[config.mk]
export PLATFORM = sky130hd
export DESIGN_NAME = sdp_stream_fifo
export DESIGN_NICKNAME = d
export VERILOG_FILES = /design/src/rtl/sdp_stream_pkg.sv /design/src/rtl/RAMSDP.sv /design/src/rtl/sdp_skid_buffer.sv /design/src/rtl/sdp_stream_fifo.sv
export SDC_FILE = /design/constraint.sdc
export NUM_CORES = 1
export LEC_CHECK = 0
export ABC_AREA = 1
export CAP_MARGIN = 20
export CORE_MARGIN = 3
export CORE_UTILIZATION = 56
export CTS_CLUSTER_DIAMETER = 80
export DETAILED_ROUTE_END_ITERATION = 16
export PLACE_DENSITY = 0.72
export SKIP_CTS_REPAIR_TIMING = 1
export SLEW_MARGIN = 20
export SYNTH_ARGS = -nofsm -noshare
export SYNTH_HDL_FRONTEND = slang
export SYNTH_SLANG_ARGS = --single-unit
[constraint.sdc]
create_clock -name clock -period 3.9 [get_ports clock]
set_input_delay 0.975 -clock clock [delete_from_list [all_inputs] [get_ports clock]]
set_output_delay 0.975 -clock clock [all_outputs]
set_load 0.05 [all_outputs]
[src/rtl/sdp_stream_pkg.sv]
// Shared constants and pointer arithmetic for the RAMSDP-backed stream FIFO.
package sdp_stream_pkg;

    localparam int SKID_DEPTH = 4;
    localparam int RD_LATENCY = 2;

    // Callers truncate the result to their pointer width, which gives the modular difference.
    function automatic logic [31:0] ptr_diff(input logic [31:0] wr, input logic [31:0] rd);
        return wr - rd;
    endfunction

endpackage

[src/rtl/RAMSDP.sv]
// Behavioural model of the simple-dual-port RAM primitive: registered read address,
// registered q (2-cycle read) and same-cycle write-to-read forwarding.
module RAMSDP #(
    parameter int    bus_width  = 8,
    parameter int    addr_width = 4,
    parameter string device     = "Cyclone V"
) (
    input  logic                  clock,
    input  logic [bus_width-1:0]  data,
    input  logic [addr_width-1:0] wraddress,
    input  logic                  wren,
    input  logic [addr_width-1:0] rdaddress,
    output logic [bus_width-1:0]  q
);

    localparam bit FWD_NEW_DATA = (device != "");

    logic [bus_width-1:0]  r_mem [2**addr_width];
    logic [addr_width-1:0] r_rd_addr;
    logic                  r_fwd;
    logic [bus_width-1:0]  r_fwd_data;
    logic [bus_width-1:0]  r_q;

    // Write port, address register with forwarding capture, output register.
    always_ff @(posedge clock) begin
        if (wren) begin
            r_mem[wraddress] <= data;
        end
        r_rd_addr  <= rdaddress;
        r_fwd      <= FWD_NEW_DATA && wren && (wraddress == rdaddress);
        r_fwd_data <= data;
        r_q        <= r_fwd ? r_fwd_data : r_mem[r_rd_addr];
    end

    assign q = r_q;

endmodule

[src/rtl/sdp_skid_buffer.sv]
// Small circular FIFO holding words already read out of the RAM; head is combinational.
module sdp_skid_buffer #(
    parameter int bus_width = 8,
    parameter int depth     = 4
) (
    input  logic                         i_clock,
    input  logic                         i_clear,
    input  logic                         i_push,
    input  logic [bus_width-1:0]         i_push_data,
    input  logic                         i_pop,
    output logic [bus_width-1:0]         o_head,
    output logic [$clog2(depth+1)-1:0]   o_count
);

    localparam int IW = $clog2(depth);
    localparam int CW = $clog2(depth + 1);

    logic [bus_width-1:0] r_mem [depth];
    logic [IW-1:0]        r_wr_idx;
    logic [IW-1:0]        r_rd_idx;
    logic [CW-1:0]        r_count;

    // Storage, indices and occupancy; clear has priority over push/pop.
    always_ff @(posedge i_clock) begin
        if (i_clear) begin
            r_wr_idx <= '0;
            r_rd_idx <= '0;
            r_count  <= '0;
        end else begin
            if (i_push) begin
                r_mem[r_wr_idx] <= i_push_data;
                r_wr_idx        <= r_wr_idx + IW'(1);
            end
            if (i_pop) begin
                r_rd_idx <= r_rd_idx + IW'(1);
            end
            case ({i_push, i_pop})
                2'b10:   r_count <= r_count + CW'(1);
                2'b01:   r_count <= r_count - CW'(1);
                default: r_count <= r_count;
            endcase
        end
    end

    assign o_head  = r_mem[r_rd_idx];
    assign o_count = r_count;

endmodule

[src/rtl/sdp_stream_fifo.sv]
// Ready/valid stream FIFO on RAMSDP; a skid buffer hides the 2-cycle read latency
// so the consumer sees one word per cycle.
module sdp_stream_fifo
    import sdp_stream_pkg::*;
#(
    parameter int    bus_width  = 8,
    parameter int    addr_width = 4,
    parameter string device     = "Cyclone V"
) (
    input  logic                  clock,
    input  logic                  reset,
    input  logic                  flush,
    input  logic [bus_width-1:0]  in_data,
    input  logic                  in_valid,
    output logic                  in_ready,
    output logic [bus_width-1:0]  out_data,
    output logic                  out_valid,
    input  logic                  out_ready,
    output logic [addr_width+1:0] level
);

    localparam int PW  = addr_width + 1;
    localparam int LW  = addr_width + 2;
    localparam int SCW = $clog2(SKID_DEPTH + 1);
    localparam int IFW = $clog2(RD_LATENCY + 1);
    localparam int OW  = SCW + 1;

    logic [PW-1:0]         r_wr_ptr;
    logic [PW-1:0]         r_rd_ptr;
    logic [RD_LATENCY-1:0] r_rd_vld;
    logic [LW-1:0]         r_level;
    logic [PW-1:0]         w_ram_count;
    logic [IFW-1:0]        w_inflight;
    logic [SCW-1:0]        w_skid_count;
    logic [bus_width-1:0]  w_ram_q;
    logic                  w_full;
    logic                  w_accept;
    logic                  w_pop;
    logic                  w_issue;
    logic                  w_push;
    logic                  w_clear;

    // RAM occupancy from the registered pointers and number of reads still in the pipeline.
    always_comb begin
        w_ram_count = PW'(ptr_diff(32'(r_wr_ptr), 32'(r_rd_ptr)));
        w_inflight  = '0;
        for (int i = 0; i < RD_LATENCY; i++) begin
            w_inflight = w_inflight + IFW'(r_rd_vld[i]);
        end
    end

    assign w_full   = (w_ram_count == PW'(2**addr_width));
    assign in_ready = !reset && !flush && !w_full;
    assign w_accept = in_valid && in_ready;
    assign w_pop    = out_valid && out_ready;
    assign w_clear  = reset || flush;
    assign w_push   = r_rd_vld[RD_LATENCY-1];

    // Issue only when the skid is guaranteed room for every read already committed;
    // a pop this cycle frees one slot.
    assign w_issue = (w_ram_count != '0) &&
                     ((OW'(w_skid_count) + OW'(w_inflight)) < (OW'(SKID_DEPTH) + OW'(w_pop)));

    // Pointers, read-pipeline valids and the registered level count.
    always_ff @(posedge clock) begin
        if (w_clear) begin
            r_wr_ptr <= '0;
            r_rd_ptr <= '0;
            r_rd_vld <= '0;
            r_level  <= '0;
        end else begin
            if (w_accept) begin
                r_wr_ptr <= r_wr_ptr + PW'(1);
            end
            if (w_issue) begin
                r_rd_ptr <= r_rd_ptr + PW'(1);
            end
            r_rd_vld <= {r_rd_vld[RD_LATENCY-2:0], w_issue};
            case ({w_accept, w_pop})
                2'b10:   r_level <= r_level + LW'(1);
                2'b01:   r_level <= r_level - LW'(1);
                default: r_level <= r_level;
            endcase
        end
    end

    RAMSDP #(
        .bus_width  (bus_width),
        .addr_width (addr_width),
        .device     (device)
    ) u_ram (
        .clock      (clock),
        .data       (in_data),
        .wraddress  (r_wr_ptr[addr_width-1:0]),
        .wren       (w_accept),
        .rdaddress  (r_rd_ptr[addr_width-1:0]),
        .q          (w_ram_q)
    );

    sdp_skid_buffer #(
        .bus_width  (bus_width),
        .depth      (SKID_DEPTH)
    ) u_skid (
        .i_clock     (clock),
        .i_clear     (w_clear),
        .i_push      (w_push),
        .i_push_data (w_ram_q),
        .i_pop       (w_pop),
        .o_head      (out_data),
        .o_count     (w_skid_count)
    );

    assign out_valid = (w_skid_count != '0);
    assign level     = r_level;

endmodule

Yosys cells after proc, flatten, opt, wreduce, memory -nomap -nowiden
Memories as Yosys holds them, arrays and structs flattened. A register that Yosys moved wholly into a read port is not among the register bits. Index checks and enable logic that the tools add are counted.

$add $sub $neg: 12. Magnitude comparators: 1. Equal/unequal tests: 6. Mux-type cells: 10. Reductions and logical operators: 14.

Operator list (number): 6-bit one-hot mux with 2 select lines (1); 5-bit by 1-bit adder with 5-bit output (second input constant) (2); 8-bit two-way mux (1); 6-bit by 1-bit adder with 6-bit output (second input constant) (1); 1-bit logical AND (6); 3-bit one-hot mux with 2 select lines (1); 6-bit by 1-bit subtractor with 6-bit output (second input constant) (1); 5-bit == test (second input constant) (1); 1-bit two-way mux (5); 5-bit nonzero test (1); 5-bit subtractor (1); 2-bit by 1-bit adder with 2-bit output (second input constant) (2); 3-bit by 1-bit adder with 4-bit output (first input constant) (1); 3-bit by 2-bit adder with 4-bit output (1); 2-bit by 1-bit == test with 1-bit output (second input constant) (2); 2-bit == test (second input constant) (2); 4-bit == test (1); 4-bit < comparator (1); 2-bit two-way mux (2); 2-bit nonzero test (2); 3-bit by 1-bit adder with 3-bit output (second input constant) (1); 1-bit logical NOT (3); 3-bit nonzero test (1); 3-bit by 1-bit subtractor with 3-bit output (second input constant) (1); other kinds (2) (2).

Register bits: 42. Memory bits (writable): 160. Input bits: 13. Memories: 2.

Memories: u_ram.r_mem (words 16, width 8, rd ports 1, clocked after memory_dff 1, wr ports 1, line RAMSDP.sv:18) `logic [bus_width-1:0] r_mem [2**addr_width];`; u_skid.r_mem (words 4, width 8, rd ports 1, clocked after memory_dff 1, wr ports 1, line sdp_skid_buffer.sv:18) `logic [bus_width-1:0] r_mem [depth];`.

Longest topological paths before layout
Gate-level depths: netlist of run 1.

Depth after elaboration: 7. Depth in mapped cells: 26. Depth with buffers taken out: 25.

Modules after synthesis
From an unflattened synthesis of run 1, not the netlist that was laid out.

Cell total of the unflattened synthesis: 813. Area, all modules: 8814.7 µm².

Modules (own cells, without submodules): RAMSDP (instances 1, cells each 501, area each 5856.9 µm², sequential area each 4264.1 µm²); sdp_skid_buffer (instances 1, cells each 132, area each 1630.3 µm², sequential area each 1141.1 µm²); sdp_stream_fifo (instances 1, cells each 180, area each 1327.5 µm², sequential area each 360.3 µm²).

Worst setup path before layout of run 1
Ideal clock, no wire load.

Path type: input to output. Start: in flush. End: out in_ready. Arrival: 2.139 ns. Data required time: 2.925 ns. Setup slack: 0.786 ns. Stages on the path: 3. Path buffers: 0. Cells stage by stage: nor2_2 > inv_1 > a21oi_1.

Word-level cells in the longest chain between the ends: 3.

Ends and longest elaborated chain: start: declaration (line sdp_stream_fifo.sv:12) `input logic flush,`; 1-bit logical NOT (line sdp_stream_fifo.sv:53) `assign in_ready = !reset && !flush && !w_full;`; 1-bit logical AND (2 in series) (line sdp_stream_fifo.sv:53); end: declaration (line sdp_stream_fifo.sv:15) `output logic in_ready,`.

Every way passes these cells.

==> results of run 1 <==
per-stage QoR:
| stage | std cells | cell area [µm²] | power (mW) | hold WS (ns) |
|---|---|---|---|---|
| after floorplan | 737 | 8580 | 3.54 | 0.364 |
| after global placement | 939 | 9120 | 3.84 | 0.381 |
| after detailed placement | 939 | 9120 | 3.89 | 0.385 |
| after CTS | 976 | 9830 | 5.90 | 0.402 |
| after global routing | 976 | 9830 | 6.14 | 0.416 |
| final | 976 | 9830 | 5.88 | 0.407 |
how the worst min path moves through the flow:
stage / slack [ns] / endpoint / cells after the start / start
4_1_cts: 0.40 / register / 0 / r_rd_ptr[3]
3_5_place_dp: 0.38 / register / 0 / r_rd_ptr[3]
2_1_floorplan: 0.36 / register / 0 / r_rd_ptr[3]
6_report: 0.41 / register / 0 / r_rd_ptr[3]
3_3_place_gp: 0.38 / register / 0 / r_rd_ptr[3]
5_1_grt: 0.42 / register / 0 / r_rd_ptr[3]
registers in the layout (all words and copies together) (netlist names), named ones only:
name,flops
r_wr_ptr,5
r_rd_ptr,5
r_rd_vld,2
level,6
u_ram.r_fwd_data,8
u_ram.q,8
u_skid.o_count,3
u_skid.r_mem,32
u_skid.r_wr_idx,2
u_ram.r_fwd,1
u_ram.r_mem,128
u_skid.r_rd_idx,2
power breakdown:
group | internal [mW] | leakage [nW] | switching [mW] | total (mW)
clock | 1.20 | 0.350 | 0.822 | 2.02
sequential | 2.53 | 1.83 | 0.0808 | 2.61
combinational | 0.417 | 1.34 | 0.832 | 1.25
total | 4.14 | 3.52 | 1.73 | 5.88
layer usage:
layer	up-vias	share of wire, %	global-route usage [%]
met2	169	50	37.6
met3	41	5.1	3.44
met4	0	2.1	6.60
met5	-	0	0
li1	2691	-	-
met1	2757	43	30.8
area by class of cell:
type	count	area (µm²)	share of cell area, %
Sequential cell	208	5770	58.7
Multi-Input combinational cell	443	2470	25.1
Clock buffer	29	627	6.38
Timing Repair Buffer	49	448	4.56
Tap cell	184	230	2.34
Inverter	55	208	2.11
Clock inverter	8	78.8	0.802
placed cells by master, fill, tap and decap left out, types with 18 or more instances in the layout:
cell             Yosys  final
a21oi_1             19     19
buf_4                0     21
clkbuf_16            0     22
clkdlybuf4s50_1      0     27
dfxtp_1             48     47
edfxtp_1           160    160
ha_1                18     18
inv_1               50     50
nand2_1             91     91
nand3_1             38     38
nor2_1              93     93
o21ai_0             55     55
o21bai_1            32     32
critical path, stage by stage (launching register included):
cell and delay [ns]:
dfxtp_1 0.66, inv_1 0.37, o21ai_0 0.31, o22ai_1 0.13, clkdlybuf4s50_1 0.72
cells by family after synthesis:
kind of cell	count (synthesis)
XOR/XNOR	9
flip-flops	208
AO/OA/AOI/OAI	168
buffers and inverters	86
adder cells (fa/ha/maj)	20
AND/OR/NAND/NOR	246
==> results by group, run 1 <==
Outcome
  • Outcome: complete, no violations

STA
  • RSZ-0062 raised after global routing: false
  • Period utilization: 94.0%
  • Final min period: 3.67 ns
  • Final setup fails: 0
  • Fin. max-slew vios: 0
  • Final worst slack: approximately 0.23 ns
  • Actual slew at the worst max-slew pin: roughly 0.87 ns
  • Hold Vio Cnt, Final: 0
  • Worst slew margin: 42.1%
  • Fin Setup TNS: 0 ns
  • F_max: 273 MHz
  • Post-Route Skew: approximately 0.014 ns

Flow run
  • Max-cap violations: 0

Power
  • Pleak: ~3.5 nW
  • Max VDD drop: between 0.4 and 0.5 mV
  • Power density over the cells: 598 nW/µm²

Detailed routing
  • Detailed Routing Iterations Pass 1: 5
  • Via density: 5.80
  • Routed WL: roughly 18 mm
  • Routed length per instance: ~19 µm
  • Via Count: about 5,700
  • Final ANT Viol Nets: 0
  • Initial DRC count: about 500
  • Remaining DRCs: 0

Floorplanning
  • Rows: 44
  • Starting Density: 58.1%
  • Die Wd: 130 µm
  • Die Area: 16,800 µm²
  • I/O Pins: 29
  • Core footprint: 14,800 µm²
  • Die Ht: about 130 µm

Min path
  • HP Class: reg2reg

CTS
  • CTS buffer count: 21
  • Longest Clk Path Bufs: 3
  • Clock latency on the worst-skew pair: 0.50 ns
  • CTS clk-pin slew, worst paths: ~0.060 ns
  • CTS sink cnt: 208
  • CTS tree: built
  • Root Driver: clkbuf_16
  • Htree depth: 1

Cells and area
  • Fillers: 1,085
  • ANT cells: 0
  • Layout cells sized above 1: around 9%
  • Nets: ~800
  • Area grow syn2layout: 14.6%
  • Util after Layout: between 60% and 70%

Critical path
  • Critical Path Fanout Max: 17
  • Critical path endpoint category: primary output
  • R2r setup slk: between 0.7 and 0.8 ns
  • R2R Path End: level[4]
  • Critical Path AT: about 2.7 ns
  • Critical Path RT: 2.92 ns
  • Crit path launch type: register
  • Capture point of the critical path: out_data[1]
  • Setup CP Type: reg2out
  • Critical R2R Launch: r_rd_ptr[2]
  • Worst r2r path cells: 23

Synth
  • Most frequent cells after synthesis: 160 x edfxtp_1, 93 x nor2_1, 91 x nand2_1, 55 x o21ai_0, 50 x inv_1
  • Post-Syn Instances: around 740
  • Syn Area/Cell: 11.6 µm²
  • Post-Syn Area: 8580 µm²
  • Synth Register Bits: 208
  • Multiplexer area fraction after synthesis: 0%
  • Largest family of logic cells by synthesized area: compound AO/OA/AOI/OAI gates
  • Yosys warns: 0
  • Async SR Flop Fraction: 0%
  • Count leader, synth: edfxtp_1
  • Post-synthesis simple-gate area fraction: roughly an eighth
  • Synthesized-area fraction occupied by adder cells: 3.09%
  • Post-synthesis net count: 770
  • Xor/xnor cell area share of the yosys netlist: between 1 and 1.5%
  • Synth Area in Compound Gates: between 10 and 15%
  • Yosys top cell area share: a little under three fifths
  • Dominant cell type by area after synthesis: edfxtp_1
  • Sequential area share after synthesis: 67.2%
  • Synth unique cells: 34
  • Most used DFF post-synth: edfxtp_1
  • Top post-synthesis cells by area: edfxtp_1 56%, dfxtp_1 11%, nor2_1 4.1%
  • Post-synth EDFFs: 160

Global route
  • Global-route wire length before repair: a little under 30 mm
  • Vias in the first global route: roughly 5,600
  • Global route overflow: 0
  • Initial antenna violation count: 0
  • Largest net degree at the start of global routing: 65
  • GRT Util Overall: 22.4%

Place
  • Final RePlAce weighted congestion: 0.878
  • Placement Setup Slack: about 0.5 ns
  • Dpl hpwl: approximately 11 mm
  • Port-buffer cells: 28
(Power assumes the default switching activity.)
==> run 2, diff against run 1 <==
Settings changed: CORE_ASPECT_RATIO set to 0.7.
==> run 2 against run 1 <==
  * Clock power up 3%
  * Non-clock buffer count unchanged
  * Global-route usage down 0.30 points
  * Fmax up 4.2%
  * Count of clock-buffer cells in the layout is 4 lower
  * Routed wire length is 0.64% higher
  * Critical path type unchanged
  * Critical endpoint is now out_data[7]
==> results by group, run 2 (synthesis gave the netlist of run 1 again) <==
Outcome
  • Outcome: complete, no violations

Critical path
  • Critical path endpoint category: primary output
  • Crit path launch type: register
  • Critical Path Fanout Max: 16 (-1)
  • R2r setup slk: 0.64 ns (-0.11 ns)
  • Critical Path AT: 2.54 ns (-0.15 ns)
  • Critical Path RT: 2.92 ns (about the same)
  • Setup CP Type: reg2out

CTS
  • Htree depth: 1 (unchanged)
  • Clock latency on the worst-skew pair: 0.49 ns (about the same)
  • Longest Clk Path Bufs: 3 (unchanged)
  • Root Driver: clkbuf_16
  • CTS sink cnt: 208 (unchanged)
  • CTS clk-pin slew, worst paths: 0.07 ns (about the same)
  • CTS tree: built
  • CTS buffer count: 20 (-4.8%)

Cells and area
  • Fillers: 1,050 (-3.2%)
  • ANT cells: 0 (unchanged)
  • Multi-input gate area: 2470 µm² (unchanged)
  • Top flop regs: u_ram.r_mem x128, u_skid.r_mem x32
  • Most frequent cells in the layout: 160 x edfxtp_1, 93 x nor2_1, 91 x nand2_1
  • FF+latch area: 5770 µm² (unchanged)
  • Nets: 810 (-0.12%)
  • Layout cells sized above 1: 9.11% (+0.023 points)
  • Most common cell after layout, fill and taps aside: edfxtp_1
  • Largest register FFs: 128 (unchanged)
  • Area grow syn2layout: 15.0%
  • Reg with most FFs: u_ram.r_mem
  • Non-filler instance count after layout: 985 (+0.92%)

Detailed routing
  • Via Count: 5,685 (+0.48%)
  • Remaining DRCs: 0 (unchanged)
  • Final ANT Viol Nets: 0 (unchanged)
  • Routed length per instance: 18.9 µm (-0.28%)
  • Via density: 5.77 (-0.44%)
  • Detailed Routing Iterations Pass 1: 5 (unchanged)
  • Routed WL: 18.6 mm (+0.64%)
  • Initial DRC count: 535 (+6.8%)

Global route
  • Initial antenna violation count: 0 (unchanged)
  • Largest net degree at the start of global routing: 65 (unchanged)
  • Global-route wire length before repair: 29.1 mm (-0.73%)
  • GRT Util Overall: 22.1% (-0.30 points)
  • Vias in the first global route: 5,322 (-4.5%)
  • Global route overflow: 0 (unchanged)

Power
  • Power density over the cells: 603 nW/µm² (+0.90%)
  • Switching share of total power: 28.9% (-0.59 points)
  • Internal power: 4.23 mW (+2.1%)
  • Max VDD drop: 0.445 mV (+8.6%)
  • Clock power frac: 35.0% (+0.6 points)
  • Psw: 1.72 mW (-0.76%)
  • Reg power frac: 43.8% (-0.6 points)
  • Pleak: 3.53 nW (+0.20%)
  • Comb pwr share: 21.1% (-0.2 points)

Floorplanning
  • Core footprint: 14,900 µm² (+0.72%)
  • Rows: 37 (-16%)
  • Die Ht: 110 µm (-16%)
  • Die Wd: 154 µm (+19%)
  • I/O Pins: 29 (unchanged)
  • Die Area: 16,900 µm² (+0.15%)
  • Starting Density: 57.7% (-0.42 points)

STA
  • Worst slew margin: 39.8% (-2.3 points)
  • RSZ-0062 raised after global routing: false
  • Hold WS: 0.402 ns (-0.00484 ns)
  • Final setup fails: 0 (unchanged)
  • Period utilization: 90.2% (-3.8 points)
  • Final min period: 3.52 ns (-0.147 ns)
  • F_max: 284 MHz (+4.2%)
  • Fin. max-slew vios: 0 (unchanged)
  • Hold Vio Cnt, Final: 0 (unchanged)
  • Post-Route Skew: 0.00979 ns (-0.00379 ns)
  • Actual slew at the worst max-slew pin: 0.903 ns (+0.0348 ns)
  • Fin Setup TNS: 0 ns (unchanged)

Place
  • Final RePlAce weighted congestion: 0.896 (+2.0%)
  • Placed insts: 950 (+1.2%)
  • Port-buffer cells: 28 (unchanged)
  • Dpl hpwl: 11.7 mm (+4.4%)

Min path
  • HP Class: reg2reg

Flow run
  • Max-cap violations: 0 (unchanged)
-- run 2: cell types whose count changed in the layout (fill, tap and decap cells not counted) --
| cell | previous run | this run |
|---|---|---|
| clkbuf_8 | 5 | 1 |
| clkinv_4 | 3 | 0 |
| clkbuf_16 | 22 | 23 |
| clkbuf_1 | 2 | 0 |
| clkinvlp_4 | 0 | 2 |
| inv_6 | 1 | 0 |
| clkinv_2 | 3 | 5 |
| clkbuf_4 | 0 | 1 |
| bufinv_16 | 1 | 3 |
-- run 2: path summary, 6_finish.rpt --
check                                  from  cells after the start           to
worst min register to register  r_rd_ptr[3]                      0     register
worst max register to register  r_rd_ptr[1]                     23     level[4]
worst max-delay path               register                      5  out_data[7]
worst min-delay path            r_rd_ptr[3]                      0     register
-- run 2: power groups by stage --
stage                     logic, mW  registers, mW  clock network, mW
final                          1.26           2.61               2.08
after global routing           1.41           2.62               2.19
after CTS                      1.25           2.60               2.10
after detailed placement       1.24           2.65                  0
after global placement         1.20           2.65                  0
after floorplan               0.909           2.63                  0
-- run 2: cell type report --
type                            instances  area share [%]
Tap cell                              195            2.47
Clock inverter                         10            1.31
Sequential cell                       208            58.5
Clock buffer                           25            6.05
Timing Repair Buffer                   49            4.54
Multi-Input combinational cell        443            25.0
Inverter                               55            2.11
-- run 2: worst max-delay path, cell delays in order (launching register included) --
cell	delay (ns)
dfxtp_1	0.36
buf_4	0.20
inv_1	0.34
o21ai_0	0.16
o22ai_1	0.16
clkdlybuf4s50_1	0.84
-- run 2: metrics by stage --
stage	total power, mW	utilization (%)	area [µm²]	worst slack [ns]
floorplan	3.54	-	8580	0.786
global placement	3.85	61.5	9130	0.568
detailed placement	3.89	61.5	9130	0.489
CTS	5.96	66.3	9860	0.345
global route	6.22	66.4	9860	0.194
finish	5.95	66.4	9860	0.381
-- run 2: metal layers --
metal,up-vias,part of all wire [%],global-route usage (%)
met5,-,0,0
met4,0,1.7,4.85
met3,23,6.7,2.91
met2,185,45,34.3
met1,2786,47,34.0
li1,2691,-,-
==> run 3, diff against run 2 <==
Settings changed: CORE_MARGIN 3 to 5.
==> run 3 against run 2 <==
  * Clock power down 4%
  * Non-clock buffer count unchanged
  * Power down 1.3%
  * Routed wire length down 2.9%
  * Worst hold slack worse by 0.0038 ns
  * Count of clock-buffer cells in the layout down 4
  * Final cell count up 0.10%
  * First-iteration DRC count up 18%
  * Via count down 0.46%
  * Critical path type unchanged
  * Largest cell class unchanged
==> results by group, run 3 (synthesis gave the netlist of run 1 again) <==
Outcome
  • Outcome: complete, no violations

Cells and area
  • Layout cells sized above 1: 8.34% (-0.77 points)
  • Reg with most FFs: u_ram.r_mem
  • Top flop regs: u_ram.r_mem x128, u_skid.r_mem x32
  • ANT cells: 0 (unchanged)
  • Fillers: 1,055 (+0.48%)
  • Most frequent cells in the layout: 160 x edfxtp_1, 93 x nor2_1, 91 x nand2_1
  • Area grow syn2layout: 14.5%
  • Util after Layout: 66.1% (-0.29 points)
  • Largest register FFs: 128 (unchanged)
  • Multi-input gate area: 2470 µm² (unchanged)
  • Nets: 810 (unchanged)
  • FF+latch area: 5770 µm² (unchanged)
  • Most common cell after layout, fill and taps aside: edfxtp_1

Critical path
  • Crit path launch type: register
  • Critical Path Fanout Max: 16 (unchanged)
  • R2r setup slk: 0.63 ns (about the same)
  • Critical Path AT: 2.58 ns (+0.04 ns)
  • Critical Path RT: 2.92 ns (about the same)
  • Critical path endpoint category: primary output
  • Setup CP Type: reg2out

Power
  • Pleak: 3.51 nW (-0.60%)
  • Power density over the cells: 598 nW/µm² (-0.82%)
  • Max VDD drop: 0.326 mV (-27%)

CTS
  • Clock latency on the worst-skew pair: 0.49 ns (about the same)
  • CTS sink cnt: 208 (unchanged)
  • CTS buffer count: 20 (unchanged)
  • Root Driver: clkbuf_16
  • CTS clk-pin slew, worst paths: 0.06 ns (about the same)
  • CTS tree: built
  • Longest Clk Path Bufs: 3 (unchanged)
  • Htree depth: 1 (unchanged)

Global route
  • Global route overflow: 0 (unchanged)
  • Initial antenna violation count: 0 (unchanged)
  • Largest net degree at the start of global routing: 65 (unchanged)
  • GRT Util Overall: 20.4% (-1.7 points)
  • Global-route wire length before repair: 28.6 mm (-1.7%)
  • Vias in the first global route: 5,335 (+0.24%)

Floorplanning
  • Die Area: 17,900 µm² (+6.3%)
  • Rows: 37 (unchanged)
  • Die Wd: 158 µm (+2.6%)
  • Starting Density: 57.7% (unchanged)
  • Core footprint: 14,900 µm² (unchanged)
  • Die Ht: 114 µm (+3.7%)
  • I/O Pins: 29 (unchanged)

STA
  • Hold Vio Cnt, Final: 0 (unchanged)
  • Fin. max-slew vios: 0 (unchanged)
  • F_max: 281 MHz (-1.1%)
  • Fin Setup TNS: 0 ns (unchanged)
  • Actual slew at the worst max-slew pin: 0.877 ns (-0.0255 ns)
  • Post-Route Skew: 0.0203 ns (+0.0105 ns)
  • Worst slew margin: 41.5% (+1.7 points)
  • Final min period: 3.56 ns (+0.0381 ns)
  • Final setup fails: 0 (unchanged)
  • RSZ-0062 raised after global routing: false
  • Period utilization: 91.2% (+0.98 points)

Place
  • Dpl hpwl: 11.6 mm (-1.2%)
  • Port-buffer cells: 28 (unchanged)
  • Final RePlAce weighted congestion: 0.819 (-8.5%)

Detailed routing
  • Routed length per instance: 18.3 µm (-3.0%)
  • Via Count: 5,659 (-0.46%)
  • Detailed Routing Iterations Pass 1: 5 (unchanged)
  • Via density: 5.74 (-0.56%)
  • Remaining DRCs: 0 (unchanged)
  • Final ANT Viol Nets: 0 (unchanged)
  • Initial DRC count: 633 (+18%)
  • Routed WL: 18.0 mm (-2.9%)

Flow run
  • Max-cap violations: 0 (unchanged)

Min path
  • HP Class: reg2reg
[run 3: worst max-delay path, cell delays in order, from the launching register on]
cell and delay, ns:
dfxtp_1 0.35, buf_4 0.19, inv_1 0.35, o21ai_0 0.16
o22ai_1 0.19, clkdlybuf4s50_1 0.84
[run 3: path summary, 6_finish.rpt]
check                    from          end  cells after the start
setup / recovery     register  out_data[5]                      5
hold / removal    r_rd_ptr[3]     register                      0
setup reg to reg  r_rd_ptr[2]     level[4]                     23
hold reg to reg   r_rd_ptr[3]     register                      0
[run 3: cell type report]
class / count / share of cell area (%)
flip-flops and latches: 208 / 58.7
multi-input cells: 443 / 25.1
clock buffers: 21 / 5.14
repair buffers: 49 / 4.56
well taps: 195 / 2.49
inverters: 55 / 2.12
clock inverters: 15 / 1.81
[run 3: stage by stage]
stage               cells  hold slack (ns)  area, µm²  worst slack, ns  total power [mW]
floorplan             737            0.364       8580            0.786              3.54
global placement      950            0.381       9130            0.571              3.87
detailed placement    950            0.386       9130            0.435              3.91
CTS                   986            0.395       9820            0.324              5.89
global route          986            0.412       9820            0.206              6.14
finish                986            0.399       9820            0.343              5.87
[run 3: layer usage]
layer	wire length, µm	vias to the layer above	part of all wire [%]	GRT usage, %
met4	187	0	1.0	3.27
met1	8450	2740	47	30.7
met2	8310	212	46	32.5
met3	1100	21	6.1	2.96
met5	0	-	0	0
li1	-	2686	-	-
[run 3: power breakdown]
group	internal [mW]	leakage [nW]	switching [mW]	total, mW
Combinational	0.416	1.34	0.858	1.27
Clock	1.20	0.334	0.788	1.99
Sequential	2.53	1.83	0.0800	2.61
==> variant, RTL diff (flow settings as in run 3) <==
Set the package constant `SKID_DEPTH` to 8 (it was 4).
--- a/src/rtl/sdp_stream_pkg.sv
+++ b/src/rtl/sdp_stream_pkg.sv
@@ -1,7 +1,7 @@
 // Shared constants and pointer arithmetic for the RAMSDP-backed stream FIFO.
 package sdp_stream_pkg;
 
-    localparam int SKID_DEPTH = 4;
+    localparam int SKID_DEPTH = 8;
     localparam int RD_LATENCY = 2;
 
     // Callers truncate the result to their pointer width, which gives the modular difference.
Formal check against the unedited RTL: not equivalent (a bounded check fails within 10 cycles, from zero or initial values).
==> variant against run 3 <==
Sequential share of layout area rose by 0.39 points; sequential cell count rose by 36; synthesized area rose by 18%; worst hold slack got worse by 11 ps; cell area rose by 17%; total power rose by 12%; routed wire length rose by 19%; worst setup slack got worse by 82 ps.
==> variant: results <==
[yosys]
synth_edf_count = 192
ys_types = 35
synthTopCellsByArea = "edfxtp_1 57%, dfxtp_1 10%, nor2_1 5.9%"
ys_async_sr_fraction = 0
synth_seq_area_share = 0.675
synthTopCellsByCount = "192 x edfxtp_1, 159 x nor2_1, 151 x nand2_1, 86 x o21ai_0, 58 x inv_1"
yosysWarnings = 0
synth_fp_nets = 961
yosys_most_used_dff = "edfxtp_1"

[cts]
clk_latency_ps = 520
cts_buffers = 23
clockBufferDepth = 3
htree_levels = 1
clockRootBuffer = "clkbuf_16"

[timing]
slew_headroom = 0.463
clock_skew_ps = 13.2

[placement]
globalplace.congestion = 0.871
dpl.hpwl_mm = 13.5
dp_slack_ps = 478
placed_area_sq_um = 10700

[global_route]
grt_max_degree = 65
track_usage = 0.208
grt_first_pass_wirelength_mm = 34.1
first_global_vias = 6461

[critical_path]
worstPathArrival_ps = 2660
worstPathMaxFanout = 9

[power]
power_leakage_nw = 4.27
vdd_drop_max_uv = 373

[finish]
final_layout_size_suffix_gt1_frac = 0.0921
antenna_cells = 0
largestRegisters = "u_ram.r_mem: 128 flops, u_skid.r_mem: 64 flops"
layout.nets = 1004

[detailed_routing]
vias_per_cell = 5.59
drt_iter0_drc = 786
drt_wl_total_mm = 21.5
drc_errors = 0

[run_status]
status = "finished clean"
## variant: cell types whose count changed in the layout (fill, tap and decap cells not counted), moves of 8 or more
cell      before  now
nor2_1        93  159
nand2_1       91  151
edfxtp_1     160  192
o21bai_1      32    0
o21ai_0       55   86
a21oi_1       19   38
o21a_1        16    0
o221ai_1      16    0
buf_4         21   35
nand3_1       38   47
a31oi_1        0    8
inv_1         50   58
o31ai_1        0    8
## variant: final timing paths
| path | cells past startpoint | slack [ps] | to | startpoint |
|---|---|---|---|---|
| hold / removal | 0 | 390 | flip-flop | r_rd_ptr[3]$_SDFFE_PP0P_ |
| hold reg to reg | 0 | 390 | flip-flop | r_rd_ptr[3]$_SDFFE_PP0P_ |
| setup / recovery | 6 | 260 | out_data[1] | flip-flop |
| setup reg to reg | 21 | 740 | level[4]$_SDFFE_PP0P_ | r_rd_ptr[1]$_SDFFE_PP0P_ |
## variant: worst max-delay path, stage by stage, from the launching register on
cell and delay (ps):
dfxtp_1 560, buf_4 240, o21ai_0 100, o22ai_1 160
nor2_1 50, a31oi_1 190, clkdlybuf4s50_1 830
## variant: cell type report
type / instances / area (sq um)
multi-input cells: 584 / 2880
clock buffers: 35 / 766
clock inverters: 7 / 52.6
flip-flops and latches: 244 / 6810
well taps: 236 / 295
fillers: 1367 / 6340
repair buffers: 56 / 483
inverters: 62 / 233
## variant: per-stage QoR
step / std cells / hold slack (ps)
after floorplan: 928 / 364
after global placement: 1182 / 384
after detailed placement: 1182 / 381
after CTS: 1224 / 384
after global routing: 1224 / 402
final: 1224 / 388
## variant: routing by layer
metal	vias up	share of wire	global-route usage
met3	42	0.082	0.0415
met1	3256	0.46	0.317
li1	3298	-	-
met5	-	0	0
met4	0	0.017	0.0479
met2	251	0.44	0.313
## variant: kinds of logic after synthesis
group | after synthesis | share of synthesized area
flip-flops | 244 | 0.675
AND/OR/NAND/NOR | 386 | 0.158
adder cells (fa/ha/maj) | 20 | 0.0263
AO/OA/AOI/OAI | 167 | 0.0915
XOR/XNOR | 11 | 0.00955
buffers and inverters | 100 | 0.0403
## variant: where the power goes
part	switching, W	internal [W]	leakage (nW)
clock network	0.000967	0.00137	0.411
registers	0.000131	0.00299	2.15
logic	0.000777	0.000330	1.71
total	0.00187	0.00469	4.27
